[src/rtl/alu_cmd_driver_if.sv]
`default_nettype none
// ============================================================================
//  Module   : alu_cmd_driver_if
//  Purpose  : Bundles the host command stream, the ALU handshake and the
//             result stream seen by alu_cmd_driver.
//  Ports    : none (interface); parameters INST_W / DATA_W size the opcode
//             and data fields.
//             modport master - the driver itself (drives o_* signals)
//             modport slave  - the environment: host + ALU (drives i_* signals)
//  Revision : 1.0  initial release
// ============================================================================
interface alu_cmd_driver_if #(
  parameter int INST_W = 4,
  parameter int DATA_W = 16
);
  // host command side
  logic              i_cmd_valid;
  logic              o_cmd_ready;
  logic [INST_W-1:0] i_cmd_inst;
  logic [DATA_W-1:0] i_cmd_a;
  logic [DATA_W-1:0] i_cmd_b;
  // ALU request side
  logic              o_alu_valid;
  logic              i_alu_busy;
  logic [INST_W-1:0] o_alu_inst;
  logic [DATA_W-1:0] o_alu_data_a;
  logic [DATA_W-1:0] o_alu_data_b;
  // ALU response side
  logic              i_alu_out_valid;
  logic [DATA_W-1:0] i_alu_data;
  // host result side
  logic              o_res_valid;
  logic              i_res_ready;
  logic [INST_W-1:0] o_res_inst;
  logic [DATA_W-1:0] o_res_data;
  logic              o_res_err;
  // status
  logic              o_idle;

  modport master (
    input  i_cmd_valid, i_cmd_inst, i_cmd_a, i_cmd_b,
    output o_cmd_ready,
    output o_alu_valid, o_alu_inst, o_alu_data_a, o_alu_data_b,
    input  i_alu_busy, i_alu_out_valid, i_alu_data,
    output o_res_valid, o_res_inst, o_res_data, o_res_err,
    input  i_res_ready,
    output o_idle
  );

  modport slave (
    output i_cmd_valid, i_cmd_inst, i_cmd_a, i_cmd_b,
    input  o_cmd_ready,
    input  o_alu_valid, o_alu_inst, o_alu_data_a, o_alu_data_b,
    output i_alu_busy, i_alu_out_valid, i_alu_data,
    input  o_res_valid, o_res_inst, o_res_data, o_res_err,
    output i_res_ready,
    input  o_idle
  );
endinterface
`default_nettype wire

[src/rtl/alu_cmd_driver.sv]
`default_nettype none
// ============================================================================
//  Module   : alu_cmd_driver
//  Purpose  : Initiator-side sequencer for the fixed-point ALU. Buffers host
//             commands, issues them one at a time while honouring ALU busy,
//             captures each response (or a timeout error) and returns the
//             results in order, tagged with the opcode.
//  Ports    : i_clk    - clock, rising edge
//             i_rst_n  - asynchronous active-low reset
//             bus      - alu_cmd_driver_if.master carrying
//                        cmd  : i_cmd_valid/o_cmd_ready/i_cmd_inst/a/b
//                        alu  : o_alu_valid/i_alu_busy/o_alu_inst/data_a/b,
//                               i_alu_out_valid/i_alu_data
//                        res  : o_res_valid/i_res_ready/o_res_inst/data/err
//                        o_idle
//  Revision : 1.0  initial release
// ============================================================================
module alu_cmd_driver #(
  parameter int INST_W    = 4,
  parameter int DATA_W    = 16,
  parameter int CMD_DEPTH = 4,
  parameter int RES_DEPTH = 4,
  parameter int TIMEOUT   = 8
) (
  input  logic                 i_clk,
  input  logic                 i_rst_n,
  alu_cmd_driver_if.master     bus
);

  localparam int CW = $clog2(CMD_DEPTH);
  localparam int RW = $clog2(RES_DEPTH);
  localparam int TW = $clog2(TIMEOUT);

  localparam logic [CW:0]   c_CMD_FULL = (CW+1)'(CMD_DEPTH);
  localparam logic [RW+1:0] c_RES_LIM  = (RW+2)'(RES_DEPTH);
  localparam logic [TW-1:0] c_TMO_LAST = TW'(TIMEOUT - 1);

  localparam logic [1:0] S_IDLE  = 2'd0;
  localparam logic [1:0] S_ISSUE = 2'd1;
  localparam logic [1:0] S_WAIT  = 2'd2;

  // --------------------------------------------------------------------------
  // State and datapath registers
  // --------------------------------------------------------------------------
  logic [1:0]        state_q, state_d;
  logic [TW-1:0]     tmo_cnt_q, tmo_cnt_d;

  logic [INST_W-1:0] alu_inst_q;
  logic [DATA_W-1:0] alu_a_q, alu_b_q;

  logic [INST_W-1:0] cmd_inst_mem_q [CMD_DEPTH];
  logic [DATA_W-1:0] cmd_a_mem_q    [CMD_DEPTH];
  logic [DATA_W-1:0] cmd_b_mem_q    [CMD_DEPTH];
  logic [CW-1:0]     cmd_wr_ptr_q, cmd_rd_ptr_q;
  logic [CW:0]       cmd_count_q, cmd_count_d;

  logic [INST_W-1:0] res_inst_mem_q [RES_DEPTH];
  logic [DATA_W-1:0] res_data_mem_q [RES_DEPTH];
  logic              res_err_mem_q  [RES_DEPTH];
  logic [RW-1:0]     res_wr_ptr_q, res_rd_ptr_q;
  logic [RW:0]       res_count_q, res_count_d;

  // --------------------------------------------------------------------------
  // Combinational control
  // --------------------------------------------------------------------------
  logic              w_cmd_push, w_cmd_pop, w_cmd_empty;
  logic              w_res_push, w_res_pop;
  logic              w_timeout_hit;
  logic [DATA_W-1:0] w_res_data_in;
  logic              w_res_err_in;
  logic [RW+1:0]     w_res_sum;
  logic              w_elig;
  logic              w_load_cmd;
  logic              w_alu_valid;

  assign w_cmd_empty = (cmd_count_q == '0);
  assign w_cmd_push  = bus.i_cmd_valid && bus.o_cmd_ready;

  // The last WAIT cycle without a response produces an error result instead.
  assign w_timeout_hit = (state_q == S_WAIT) && !bus.i_alu_out_valid &&
                         (tmo_cnt_q == c_TMO_LAST);
  // Responses outside WAIT are stale (after timeout or reset) and dropped.
  assign w_res_push    = (state_q == S_WAIT) && (bus.i_alu_out_valid || w_timeout_hit);
  assign w_res_data_in = bus.i_alu_out_valid ? bus.i_alu_data : '0;
  assign w_res_err_in  = !bus.i_alu_out_valid;
  assign w_res_pop     = bus.o_res_valid && bus.i_res_ready;

  // A result slot is reserved at issue time, so the result FIFO can never
  // overflow. A same-cycle pop is intentionally not credited, which keeps
  // the eligibility path free of the host's i_res_ready.
  assign w_res_sum = {1'b0, res_count_q} + {{(RW+1){1'b0}}, w_res_push};
  assign w_elig    = !w_cmd_empty && !bus.i_alu_busy && (w_res_sum < c_RES_LIM);

  // --------------------------------------------------------------------------
  // FSM: state register
  // --------------------------------------------------------------------------
  always_ff @(posedge i_clk or negedge i_rst_n) begin
    if (!i_rst_n) begin
      state_q   <= S_IDLE;
      tmo_cnt_q <= '0;
    end else begin
      state_q   <= state_d;
      tmo_cnt_q <= tmo_cnt_d;
    end
  end

  // --------------------------------------------------------------------------
  // FSM: next-state logic
  // --------------------------------------------------------------------------
  always_comb begin
    state_d = state_q;
    case (state_q)
      S_IDLE:  if (w_elig) state_d = S_ISSUE;
      S_ISSUE: state_d = S_WAIT;
      S_WAIT:  if (w_res_push) state_d = w_elig ? S_ISSUE : S_IDLE;
      default: state_d = S_IDLE;
    endcase
  end

  // --------------------------------------------------------------------------
  // FSM: output logic
  // --------------------------------------------------------------------------
  always_comb begin
    w_alu_valid = 1'b0;
    w_cmd_pop   = 1'b0;
    w_load_cmd  = 1'b0;
    tmo_cnt_d   = '0;
    case (state_q)
      S_IDLE: w_load_cmd = w_elig;
      S_ISSUE: begin
        w_alu_valid = 1'b1;
        w_cmd_pop   = 1'b1;
      end
      S_WAIT: begin
        tmo_cnt_d  = tmo_cnt_q + TW'(1);
        w_load_cmd = w_res_push && w_elig;
      end
      default: ;
    endcase
  end

  // --------------------------------------------------------------------------
  // ALU request registers: loaded one cycle ahead of ISSUE so that the
  // operands are stable while o_alu_valid is high; they keep the last issued
  // command afterwards, which also supplies the opcode tag for the result.
  // --------------------------------------------------------------------------
  always_ff @(posedge i_clk or negedge i_rst_n) begin
    if (!i_rst_n) begin
      alu_inst_q <= '0;
      alu_a_q    <= '0;
      alu_b_q    <= '0;
    end else if (w_load_cmd) begin
      alu_inst_q <= cmd_inst_mem_q[cmd_rd_ptr_q];
      alu_a_q    <= cmd_a_mem_q[cmd_rd_ptr_q];
      alu_b_q    <= cmd_b_mem_q[cmd_rd_ptr_q];
    end
  end

  // --------------------------------------------------------------------------
  // Command FIFO. Only ISSUE pops, and the head it pops is the entry that was
  // loaded into the request registers on the way in.
  // --------------------------------------------------------------------------
  always_ff @(posedge i_clk) begin
    if (w_cmd_push) begin
      cmd_inst_mem_q[cmd_wr_ptr_q] <= bus.i_cmd_inst;
      cmd_a_mem_q[cmd_wr_ptr_q]    <= bus.i_cmd_a;
      cmd_b_mem_q[cmd_wr_ptr_q]    <= bus.i_cmd_b;
    end
  end

  always_comb begin
    cmd_count_d = cmd_count_q;
    case ({w_cmd_push, w_cmd_pop})
      2'b10:   cmd_count_d = cmd_count_q + (CW+1)'(1);
      2'b01:   cmd_count_d = cmd_count_q - (CW+1)'(1);
      default: ;
    endcase
  end

  always_ff @(posedge i_clk or negedge i_rst_n) begin
    if (!i_rst_n) begin
      cmd_wr_ptr_q <= '0;
      cmd_rd_ptr_q <= '0;
      cmd_count_q  <= '0;
    end else begin
      if (w_cmd_push) cmd_wr_ptr_q <= cmd_wr_ptr_q + CW'(1);
      if (w_cmd_pop)  cmd_rd_ptr_q <= cmd_rd_ptr_q + CW'(1);
      cmd_count_q <= cmd_count_d;
    end
  end

  // --------------------------------------------------------------------------
  // Result FIFO
  // --------------------------------------------------------------------------
  always_ff @(posedge i_clk) begin
    if (w_res_push) begin
      res_inst_mem_q[res_wr_ptr_q] <= alu_inst_q;
      res_data_mem_q[res_wr_ptr_q] <= w_res_data_in;
      res_err_mem_q[res_wr_ptr_q]  <= w_res_err_in;
    end
  end

  always_comb begin
    res_count_d = res_count_q;
    case ({w_res_push, w_res_pop})
      2'b10:   res_count_d = res_count_q + (RW+1)'(1);
      2'b01:   res_count_d = res_count_q - (RW+1)'(1);
      default: ;
    endcase
  end

  always_ff @(posedge i_clk or negedge i_rst_n) begin
    if (!i_rst_n) begin
      res_wr_ptr_q <= '0;
      res_rd_ptr_q <= '0;
      res_count_q  <= '0;
    end else begin
      if (w_res_push) res_wr_ptr_q <= res_wr_ptr_q + RW'(1);
      if (w_res_pop)  res_rd_ptr_q <= res_rd_ptr_q + RW'(1);
      res_count_q <= res_count_d;
    end
  end

  // --------------------------------------------------------------------------
  // Outputs. Result fields are gated with valid so that the un-reset storage
  // never shows through while the FIFO is empty.
  // --------------------------------------------------------------------------
  assign bus.o_cmd_ready  = (cmd_count_q != c_CMD_FULL);
  assign bus.o_alu_valid  = w_alu_valid;
  assign bus.o_alu_inst   = alu_inst_q;
  assign bus.o_alu_data_a = alu_a_q;
  assign bus.o_alu_data_b = alu_b_q;
  assign bus.o_res_valid  = (res_count_q != '0);
  assign bus.o_res_inst   = bus.o_res_valid ? res_inst_mem_q[res_rd_ptr_q] : '0;
  assign bus.o_res_data   = bus.o_res_valid ? res_data_mem_q[res_rd_ptr_q] : '0;
  assign bus.o_res_err    = bus.o_res_valid ? res_err_mem_q[res_rd_ptr_q]  : 1'b0;
  assign bus.o_idle       = (state_q == S_IDLE) && w_cmd_empty && (res_count_q == '0);

endmodule
`default_nettype wire

[src/flat_wrapper.sv]
// flat-port wrapper written by rule: the top's interface ports become plain ports
module alu_cmd_driver_flat 
#(
  parameter int INST_W    = 4,
  parameter int DATA_W    = 16,
  parameter int CMD_DEPTH = 4,
  parameter int RES_DEPTH = 4,
  parameter int TIMEOUT   = 8
)
  (i_clk, i_rst_n, bus_i_cmd_valid, bus_i_cmd_inst, bus_i_cmd_a, bus_i_cmd_b, bus_o_cmd_ready, bus_o_alu_valid, bus_o_alu_inst, bus_o_alu_data_a, bus_o_alu_data_b, bus_i_alu_busy, bus_i_alu_out_valid, bus_i_alu_data, bus_o_res_valid, bus_o_res_inst, bus_o_res_data, bus_o_res_err, bus_i_res_ready, bus_o_idle);
  alu_cmd_driver_if #(.INST_W(INST_W), .DATA_W(DATA_W)) bus_i ();
  input  logic i_clk;
  input  logic i_rst_n;
  input wire logic [$bits(bus_i.i_cmd_valid)-1:0] bus_i_cmd_valid;
  input wire logic [$bits(bus_i.i_cmd_inst)-1:0] bus_i_cmd_inst;
  input wire logic [$bits(bus_i.i_cmd_a)-1:0] bus_i_cmd_a;
  input wire logic [$bits(bus_i.i_cmd_b)-1:0] bus_i_cmd_b;
  output wire logic [$bits(bus_i.o_cmd_ready)-1:0] bus_o_cmd_ready;
  output wire logic [$bits(bus_i.o_alu_valid)-1:0] bus_o_alu_valid;
  output wire logic [$bits(bus_i.o_alu_inst)-1:0] bus_o_alu_inst;
  output wire logic [$bits(bus_i.o_alu_data_a)-1:0] bus_o_alu_data_a;
  output wire logic [$bits(bus_i.o_alu_data_b)-1:0] bus_o_alu_data_b;
  input wire logic [$bits(bus_i.i_alu_busy)-1:0] bus_i_alu_busy;
  input wire logic [$bits(bus_i.i_alu_out_valid)-1:0] bus_i_alu_out_valid;
  input wire logic [$bits(bus_i.i_alu_data)-1:0] bus_i_alu_data;
  output wire logic [$bits(bus_i.o_res_valid)-1:0] bus_o_res_valid;
  output wire logic [$bits(bus_i.o_res_inst)-1:0] bus_o_res_inst;
  output wire logic [$bits(bus_i.o_res_data)-1:0] bus_o_res_data;
  output wire logic [$bits(bus_i.o_res_err)-1:0] bus_o_res_err;
  input wire logic [$bits(bus_i.i_res_ready)-1:0] bus_i_res_ready;
  output wire logic [$bits(bus_i.o_idle)-1:0] bus_o_idle;
  assign bus_i.i_cmd_valid = bus_i_cmd_valid;
  assign bus_i.i_cmd_inst = bus_i_cmd_inst;
  assign bus_i.i_cmd_a = bus_i_cmd_a;
  assign bus_i.i_cmd_b = bus_i_cmd_b;
  assign bus_o_cmd_ready = bus_i.o_cmd_ready;
  assign bus_o_alu_valid = bus_i.o_alu_valid;
  assign bus_o_alu_inst = bus_i.o_alu_inst;
  assign bus_o_alu_data_a = bus_i.o_alu_data_a;
  assign bus_o_alu_data_b = bus_i.o_alu_data_b;
  assign bus_i.i_alu_busy = bus_i_alu_busy;
  assign bus_i.i_alu_out_valid = bus_i_alu_out_valid;
  assign bus_i.i_alu_data = bus_i_alu_data;
  assign bus_o_res_valid = bus_i.o_res_valid;
  assign bus_o_res_inst = bus_i.o_res_inst;
  assign bus_o_res_data = bus_i.o_res_data;
  assign bus_o_res_err = bus_i.o_res_err;
  assign bus_i.i_res_ready = bus_i_res_ready;
  assign bus_o_idle = bus_i.o_idle;
  alu_cmd_driver #(.INST_W(INST_W), .DATA_W(DATA_W), .CMD_DEPTH(CMD_DEPTH), .RES_DEPTH(RES_DEPTH), .TIMEOUT(TIMEOUT)) u_core (.i_clk(i_clk), .i_rst_n(i_rst_n), .bus(bus_i));
endmodule
[config.mk]
export PLATFORM = sky130hd
export DESIGN_NAME = alu_cmd_driver_flat
export DESIGN_NICKNAME = d
export VERILOG_FILES = /design/src/rtl/alu_cmd_driver_if.sv /design/src/rtl/alu_cmd_driver.sv /design/src/flat_wrapper.sv
export SDC_FILE = /design/constraint.sdc
export NUM_CORES = 1
export LEC_CHECK = 0
export CORE_MARGIN = 4
export CORE_UTILIZATION = 63
export CTS_BUF_LIST = sky130_fd_sc_hd__clkbuf_4 sky130_fd_sc_hd__clkbuf_8
export DETAILED_ROUTE_END_ITERATION = 8
export HOLD_SLACK_MARGIN = 0.02
export PLACE_DENSITY_LB_ADDON = 0.12
export SLEW_MARGIN = 10
export SYNTH_ARGS = -nofsm -noshare
export SYNTH_HDL_FRONTEND = slang
export SYNTH_SLANG_ARGS = --single-unit
export TNS_END_PERCENT = 30
[constraint.sdc]
create_clock -name i_clk -period 3.41 [get_ports i_clk]
set_input_delay 0.341 -clock i_clk [delete_from_list [all_inputs] [get_ports i_clk]]
set_output_delay 0.341 -clock i_clk [all_outputs]
set_load 0.1 [all_outputs]
# [After elaboration in Yosys (flattened, before gate mapping)]
# Memory sizes are Yosys's and may differ from the RTL's. A register that Yosys moved wholly into a read port is not among the register bits.
# Cells that the tools add are included.
# Widths: inputs -> output; s select.
[totals] ff_bits=19 ramBits=228 input_bits=58 output_inout_bits=61 memories=6
[op_classes] n_addsub=10 order_cmp=1 n_eq_ne=10 muxes=17 reduce_logical=24
[mem_list] name="u_core.cmd_a_mem_q" words=4 word_bits=16 read_ports=1 rd_clocked_by_memory_dff=1 wr=1 line_no="alu_cmd_driver.sv:52" source="logic [DATA_W-1:0] cmd_a_mem_q [CMD_DEPTH];"
[mem_list] name="u_core.cmd_b_mem_q" words=4 word_bits=16 read_ports=1 rd_clocked_by_memory_dff=1 wr=1 line_no="alu_cmd_driver.sv:53" source="logic [DATA_W-1:0] cmd_b_mem_q [CMD_DEPTH];"
[mem_list] name="u_core.res_data_mem_q" words=4 word_bits=16 read_ports=1 rd_clocked_by_memory_dff=0 wr=1 line_no="alu_cmd_driver.sv:58" source="logic [DATA_W-1:0] res_data_mem_q [RES_DEPTH];"
[mem_list] name="u_core.cmd_inst_mem_q" words=4 word_bits=4 read_ports=1 rd_clocked_by_memory_dff=1 wr=1 line_no="alu_cmd_driver.sv:51" source="logic [INST_W-1:0] cmd_inst_mem_q [CMD_DEPTH];"
[mem_list] name="u_core.res_inst_mem_q" words=4 word_bits=4 read_ports=1 rd_clocked_by_memory_dff=0 wr=1 line_no="alu_cmd_driver.sv:57" source="logic [INST_W-1:0] res_inst_mem_q [RES_DEPTH];"
[mem_list] name="u_core.res_err_mem_q" words=4 word_bits=1 read_ports=1 rd_clocked_by_memory_dff=0 wr=1 line_no="alu_cmd_driver.sv:59" source="logic res_err_mem_q [RES_DEPTH];"
[ops] op="$mux 16" count=2
[ops] op="$pmux 3 s2" count=2
[ops] op="$logic_and 1x1->1" count=10
[ops] op="$add 3x1->3 const B" count=3
[ops] op="$add 2x1->2 const B" count=4
[ops] op="$mux 1" count=7
[ops] op="$eq 2x1->1 const B" count=3
[ops] op="$eq 2x2->1 const B" count=3
[ops] op="$logic_not 1->1" count=6
[ops] op="$logic_not 3->1" count=2
[ops] op="$pmux 2 s3" count=1
[ops] op="$sub 3x1->3 const B" count=2
[ops] op="$add 3x1->4" count=1
[ops] op="$lt 4x3->1 const B" count=1
[ops] op="$mux 2" count=2
[ops] op="$mux 4" count=1
[ops] op="$ne 2x1->1 const B" count=2
[ops] op="$reduce_bool 2->1" count=2
[ops] op="$eq 3x3->1 const B" count=1
[ops] op="$mux 3" count=1
[ops] op="$ne 3x3->1 const B" count=1
[ops] op="$reduce_bool 3->1" count=1
[ops] op="$logic_not 2->1" count=1
[ops] op="$pmux 1 s2" count=1
[ops] op="2 further kinds" count=2

# [Logic depth before layout (Yosys ltp)]
# Gate-level depths: netlist of run 1.
[logic_depth] ltp_word=11 mapped_depth=11 depth_no_buf=10

# [Worst setup path after synthesis of run 1]
# Ideal clock, no wire load.
[synth_timing] kind="register to output" startpoint="reg u_core.res_count_q[1]" endpoint="out bus_o_idle" t_arrival_ns=3.732 required_time_ns=3.069 slack_ns=-0.663 path_stages_with_launch=3 n_path_buf=0 path_cell_list="dfrtp_1 -> or3_1 -> nor4_1"
[synth_via] elab_chain_cells=2
[synth_rtl] item="from (decl)" line_no="alu_cmd_driver.sv:61" source="logic [RW:0] res_count_q, res_count_d;"
[synth_rtl] item="from (signal assigned)" line_no="alu_cmd_driver.sv:220" source="res_count_q <= res_count_d;"
[synth_rtl] item="$logic_not 3->1" line_no="alu_cmd_driver.sv:237" source="assign bus.o_idle = (state_q == S_IDLE) && w_cmd_empty && (res_count_q == '0);"
[synth_rtl] item="$logic_and 1x1->1" line_no="alu_cmd_driver.sv:237"
[synth_rtl] item="to (decl)" line_no="flat_wrapper.sv:31" source="output wire logic [$bits(bus_i.o_idle)-1:0] bus_o_idle;"
# No other way between the ends.

# [Worst setup path in the final report of run 1]
[layout_timing] startpoint="reg u_core.res_rd_ptr_q[0]" endpoint="out bus_o_res_data[15]"
[layout_via] elab_chain_cells=2
[layout_rtl] item="from (decl)" line_no="alu_cmd_driver.sv:60" source="logic [RW-1:0] res_wr_ptr_q, res_rd_ptr_q;"
[layout_rtl] item="from (signal assigned)" line_no="alu_cmd_driver.sv:219" source="if (w_res_pop) res_rd_ptr_q <= res_rd_ptr_q + RW'(1);"
[layout_rtl] item="$mem_v2 4x16"
[layout_rtl] item="$mux 16" line_no="alu_cmd_driver.sv:235" source="assign bus.o_res_data = bus.o_res_valid ? res_data_mem_q[res_rd_ptr_q] : '0;"
[layout_rtl] item="to (decl)" line_no="flat_wrapper.sv:28" source="output wire logic [$bits(bus_i.o_res_data)-1:0] bus_o_res_data;"
# No other way between the ends.

==> flow_summary.ini, run 1 <==
[timing]
final.setup_skew_ns = 0.0154
slew_viol_final = 0
period_share = 0.827
finalCriticalPeriod_ns = 2.82
setup_viol = 0
hold_viol_final = 0
rsz0062_at_grt = false
fmax_ghz = 0.355
setup_tns_ns = 0
slew-limit-headroom = 0.268
tightest_slew_ns = 1.10

[cells_and_area]
drive_gt1_frac = 0.305
final-seq-area_mm2 = 0.00823
diodes = 0
syn_to_final_growth_pct = 20.9
multi_input_area_mm2 = 0.00256
nNetsFinal = 736
nFillCells = 910

[routing]
antenna_left = 0
dr_total_vias = 5217
drc_errors = 0
firstDrtPassIters = 4
wl_mm = 19.9
avgRoutedWirePerCell_um = 21.7
via_per_inst = 5.68
drt_iter0_drc = 319

[floorplanning]
start_util = 0.652
core-area_mm2 = 0.0168
die_area_mm2 = 0.0196
rows = 47
die_h_um = 140
num_io_pins = 119
die_w_um = 140

[clocking]
hold_buffers = 0
clk_pin_slew_worst_paths_ns = 0.06
cts_buffer_depth = 3
ctsResizeCount = 0
cts_sinks = 283
root_buffer = clkbuf_8
cts_tree = done
htreeDepth = 2
cts_setup_buffers = 0
insertion_delay_ns = 0.53
cts_buffers = 44

[flow_run]
maxCapViolations = 0

[grt]
antenna_found_initial = 0
overflow = 0
grt_start_max_net_pins = 44
grtUsageTotal = 0.211
grt_pass1_wl_mm = 32.0
grt_pass1_vias = 5912

[worst_setup_path]
start_kind = flop
reg2reg_to = u_core.res_count_q[2]
arrival_ns = 2.48
reg2reg_depth = 8
worst_ep_required_time_ns = 3.07
crit_type = reg -> out
endpoint_kind = primary output
cp_max_fo = 10
rrSetupSlack_ns = 0.89
r2r-start = u_core.res_count_q[0]

[status]
status = finished clean

[synth]
syn_area_mm2 = 0.0110
yosysWarnings = 0
synth_cell_type_count = 32
avgSynthCellArea_um2 = 21.6
ys_seq_elements = 283
seq_area_frac_synth = 0.750
postSynthCellCount = 508
syn-num-nets = 580

[worst_hold_path]
hold_class = in -> async

[placed_design]
port_buffers = 118
hpwl_mm = 11.8
place.gp.congestion = 0.689
## per-stage QoR
step / instance area (µm²) / cells / utilization / setup slack (ns) / hold slack, ns
CTS: 13300 / 918 / 0.789 / 0.508 / 0.0277
global route: 13300 / 918 / 0.789 / 0.386 / 0.0801
detailed placement: 12300 / 838 / 0.733 / 0.865 / 0.430
floorplan: 11000 / 508 / - / 0.499 / 0.0454
finish: 13300 / 918 / 0.789 / 0.590 / 0.0254
global placement: 12300 / 838 / 0.733 / 0.992 / 0.420
## routing by layer
metal	share of wire	vias to the layer above	wire, µm	track usage
met3	0.063	30	1240	0.0511
met2	0.54	167	10700	0.379
li1	-	2318	-	-
met1	0.39	2702	7670	0.261
met5	0	-	0	0
met4	0.013	0	258	0.0556
## worst max-delay path by stage
| stage | from | end | slack (ns) | depth (start not counted) |
|---|---|---|---|---|
| 2_1_floorplan | u_core.res_count_q[1] | bus_o_idle | 0.50 | 2 |
| 3_5_place_dp | u_core.res_count_q[0] | u_core.res_count_q[2] | 0.87 | 8 |
| 6_report | u_core.res_rd_ptr_q[0] | bus_o_res_data[15] | 0.59 | 4 |
| 5_1_grt | u_core.res_rd_ptr_q[0] | bus_o_res_data[11] | 0.39 | 4 |
| 3_3_place_gp | bus_i_alu_out_valid | u_core.res_count_q[2] | 0.99 | 10 |
| 4_1_cts | u_core.res_rd_ptr_q[0] | bus_o_res_data[15] | 0.51 | 4 |
## critical path, stage by stage (launching register included)
cell and delay [ns]:
dfrtp_1 0.70, buf_4 0.32, mux4_2 0.53, and2_1 0.17
buf_4 0.23
## placed cells by master (no fill, tap or decap), types with 3 or more instances in the layout
cell	synthesis	routed
edfxtp_1	228	228
clkdlybuf4s50_1	0	93
mux4_2	57	57
dfrtp_1	55	53
clkbuf_8	0	51
and2_1	45	45
buf_4	1	35
mux2_4	29	29
clkbuf_4	0	16
inv_1	14	14
ha_1	12	12
mux2_2	8	8
xnor2_1	7	7
clkinv_1	0	7
xor2_1	5	5
and3_2	0	4
nand2_1	4	4
clkinv_2	0	4
o21ai_0	3	3
## cells in the mapped netlist
master      n  share of area
dfrtp_1    55           0.13
o21a_1      1        0.00068
nor2_1      2        0.00068
mux2i_1     1        0.00091
nand3_1     2        0.00091
a31oi_4     1         0.0019
nor4_1      1        0.00057
buf_4       1        0.00068
or3_1       2         0.0011
and2_1     45          0.026
nor2b_1     1        0.00057
buf_2       7         0.0032
fa_1        2         0.0036
ha_1       12          0.014
inv_1      14         0.0048
mux2_2      8         0.0082
and3_1      4         0.0023
buf_12      3         0.0055
nor2b_2     1        0.00080
buf_1       2        0.00068
xor2_1      5         0.0040
o21ai_0     3         0.0014
mux2_4     29          0.040
mux4_2     57           0.12
nand2_1     4         0.0014
clkbuf_1    6         0.0021
xnor2_1     7         0.0056
nand2b_1    1        0.00057
buf_6       1         0.0010
nor3_1      1        0.00046
edfxtp_1  228           0.62
or3b_1      1        0.00080
## cell type report
class,instances,share of cell area
Sequential cell,283,0.620
Multi-Input combinational cell,191,0.193
Timing Repair Buffer,130,0.0919
Clock buffer,67,0.0620
Tap cell,220,0.0208
Clock inverter,13,0.00802
Inverter,14,0.00396
## registers in the layout (all words and copies together), names as in the netlist, 16 cells and up
name	cells
u_core.bus.o_alu_data_a	16
u_core.cmd_b_mem_q	64
u_core.cmd_inst_mem_q	16
u_core.res_inst_mem_q	16
u_core.cmd_a_mem_q	64
u_core.bus.o_alu_data_b	16
u_core.res_data_mem_q	64
## cells by family after synthesis
| family | Yosys count | synth area share |
|---|---|---|
| and+or+nand+nor | 65 | 0.0358 |
| xor gates and xnor gates | 12 | 0.00958 |
| muxes | 95 | 0.166 |
| AOI/OAI and AO/OA | 5 | 0.00399 |
| buffers and inverters | 34 | 0.0179 |
| DFF | 283 | 0.750 |
| adders and majority gates | 14 | 0.0173 |
Power of run 1 is left out: the tool's default activity adds up to more than one toggle a clock period on the data nets, which glitch-free logic cannot reach.
==> inputs of run 2 (changes only) <==
--- a/config.mk
+++ b/config.mk
@@ -6,7 +6,7 @@
 export NUM_CORES = 1
 export LEC_CHECK = 0
 export CORE_MARGIN = 4
-export CORE_UTILIZATION = 63
+export CORE_UTILIZATION = 58
 export CTS_BUF_LIST = sky130_fd_sc_hd__clkbuf_4 sky130_fd_sc_hd__clkbuf_8
 export DETAILED_ROUTE_END_ITERATION = 8
 export HOLD_SLACK_MARGIN = 0.02
==> constraint.sdc (replaced) <==
create_clock -name i_clk -period 2.8 [get_ports i_clk]
set_input_delay 0.28 -clock i_clk [delete_from_list [all_inputs] [get_ports i_clk]]
set_output_delay 0.28 -clock i_clk [all_outputs]
set_load 0.1 [all_outputs]
==> flow_summary.ini, run 2 (synthesis gave the netlist of run 1 again) <==
[timing]
fmax_ghz = 0.393
tightest_slew_ns = 0.767
finalCriticalPeriod_ns = 2.55
hold_viol_final = 0
worst_hold_slack_ns = 0.372
rsz0062_at_grt = false
period_share = 0.910
setup_viol = 0
slew-limit-headroom = 0.488
slew_viol_final = 0
final.setup_skew_ns = 0.0179

[routing]
avgRoutedWirePerCell_um = 21.3
drc_errors = 0
via_per_inst = 5.48
wl_mm = 20.1
antenna_left = 0
dr_total_vias = 5160
firstDrtPassIters = 4
drt_iter0_drc = 252

[floorplanning]
die_h_um = 146
rows = 50
num_io_pins = 119
die_area_mm2 = 0.0212
start_util = 0.588
die_w_um = 146
core-area_mm2 = 0.0186

[grt]
grt_start_max_net_pins = 56
grt_pass1_wl_mm = 32.5
grtUsageTotal = 0.197
grt_pass1_vias = 5734
antenna_found_initial = 0
overflow = 0

[worst_hold_path]
min_to = u_core.cmd_a_mem_q[0][0]
hp-start = bus_i_cmd_a[0]
hold_class = in -> reg
holdPathStages = 1

[worst_setup_path]
worst_ep_required_time_ns = 2.52
reg2reg_to = u_core.bus.o_alu_data_b[7]
endpoint_kind = primary output
start_kind = flop
cp_max_fo = 18
r2r-start = u_core.tmo_cnt_q[0]
crit_type = reg -> out
arrival_ns = 2.27
rrSetupSlack_ns = 0.46
reg2reg_depth = 6

[clocking]
cts_setup_buffers = 0
cts_tree = done
cts_buffer_depth = 3
insertion_delay_ns = 0.54
root_buffer = clkbuf_8
cts_sinks = 283
htreeDepth = 2
cts_buffers = 44
clk_pin_slew_worst_paths_ns = 0.06

[status]
status = finished clean

[cells_and_area]
nNetsFinal = 744
final_cell_mix = 228 x edfxtp_1, 57 x mux4_2, 56 x clkdlybuf4s50_1
drive_gt1_frac = 0.374
diodes = 0
final_common_cell = edfxtp_1
reg_top3 = u_core.cmd_a_mem_q x64, u_core.cmd_b_mem_q x64, u_core.res_data_mem_q x64
final_util = 0.730
syn_to_final_growth_pct = 24.1

[flow_run]
maxCapViolations = 0

[placed_design]
hpwl_mm = 12.5
port_buffers = 118
place.gp.congestion = 0.724
[run 2: cell count changes in the layout (fill, tap and decap cells not counted), moves of 2 or more]
cell             change
buf_4               +18
buf_12              +26
clkdlybuf4s50_1     -37
clkinv_1             -5
clkinv_2             +3
clkinvlp_4           +2
[run 2: metal layers]
layer / up-vias / wire, µm / GRT usage
met2: 141 / 10400 / 0.335
met3: 27 / 1140 / 0.0539
met4: 0 / 321 / 0.0575
met5: - / 0 / 0
met1: 2661 / 8170 / 0.254
li1: 2331 / - / -
[run 2: what timing repair did]
item                                    CTS  global route
hold buffers                              1             0
resized for setup                         0             0
hold endpoints to repair                 55             0
endpoints found under the setup margin    0             0
[run 2: how the worst max path moves through the flow]
stage / to / slack (ns) / startpoint / cells after the start
6_report: bus_o_res_data[12] / 0.25 / u_core.res_rd_ptr_q[0] / 4
5_1_grt: bus_o_idle / 0.09 / u_core.res_count_q[1] / 4
4_1_cts: bus_o_res_data[12] / 0.19 / u_core.res_rd_ptr_q[0] / 4
3_5_place_dp: u_core.bus.o_alu_data_b[7] / 0.42 / bus_i_alu_out_valid / 5
3_3_place_gp: u_core.bus.o_alu_inst[1] / 0.47 / bus_i_alu_out_valid / 5
2_1_floorplan: bus_o_idle / -0.05 / u_core.res_count_q[1] / 2
[run 2: area by class of cell]
type	instances	area (µm²)
flip-flops and latches	283	8230
clock buffers	68	836
fillers	1131	5030
multi-input cells	191	2570
well taps	234	293
inverters	14	52.6
clock inverters	14	126
repair buffers	138	1510
[run 2: through the flow]
step           setup WS (ns)  cell area, µm²  TNS [ns]  instances
2_1_floorplan        -0.0497           11000   -0.0497        508
3_3_place_gp           0.468           12600         0        859
3_5_place_dp           0.420           12600         0        859
4_1_cts                0.188           13600         0        942
5_1_grt               0.0950           13600         0        942
6_report               0.253           13600         0        942
[run 2: worst max-delay path, cell delays in order, from the launching register on]
cell	delay [ns]
dfrtp_1	0.57
buf_12	0.25
mux4_2	0.52
and2_1	0.21
buf_12	0.17
Power of run 2 is left out for the same reason.
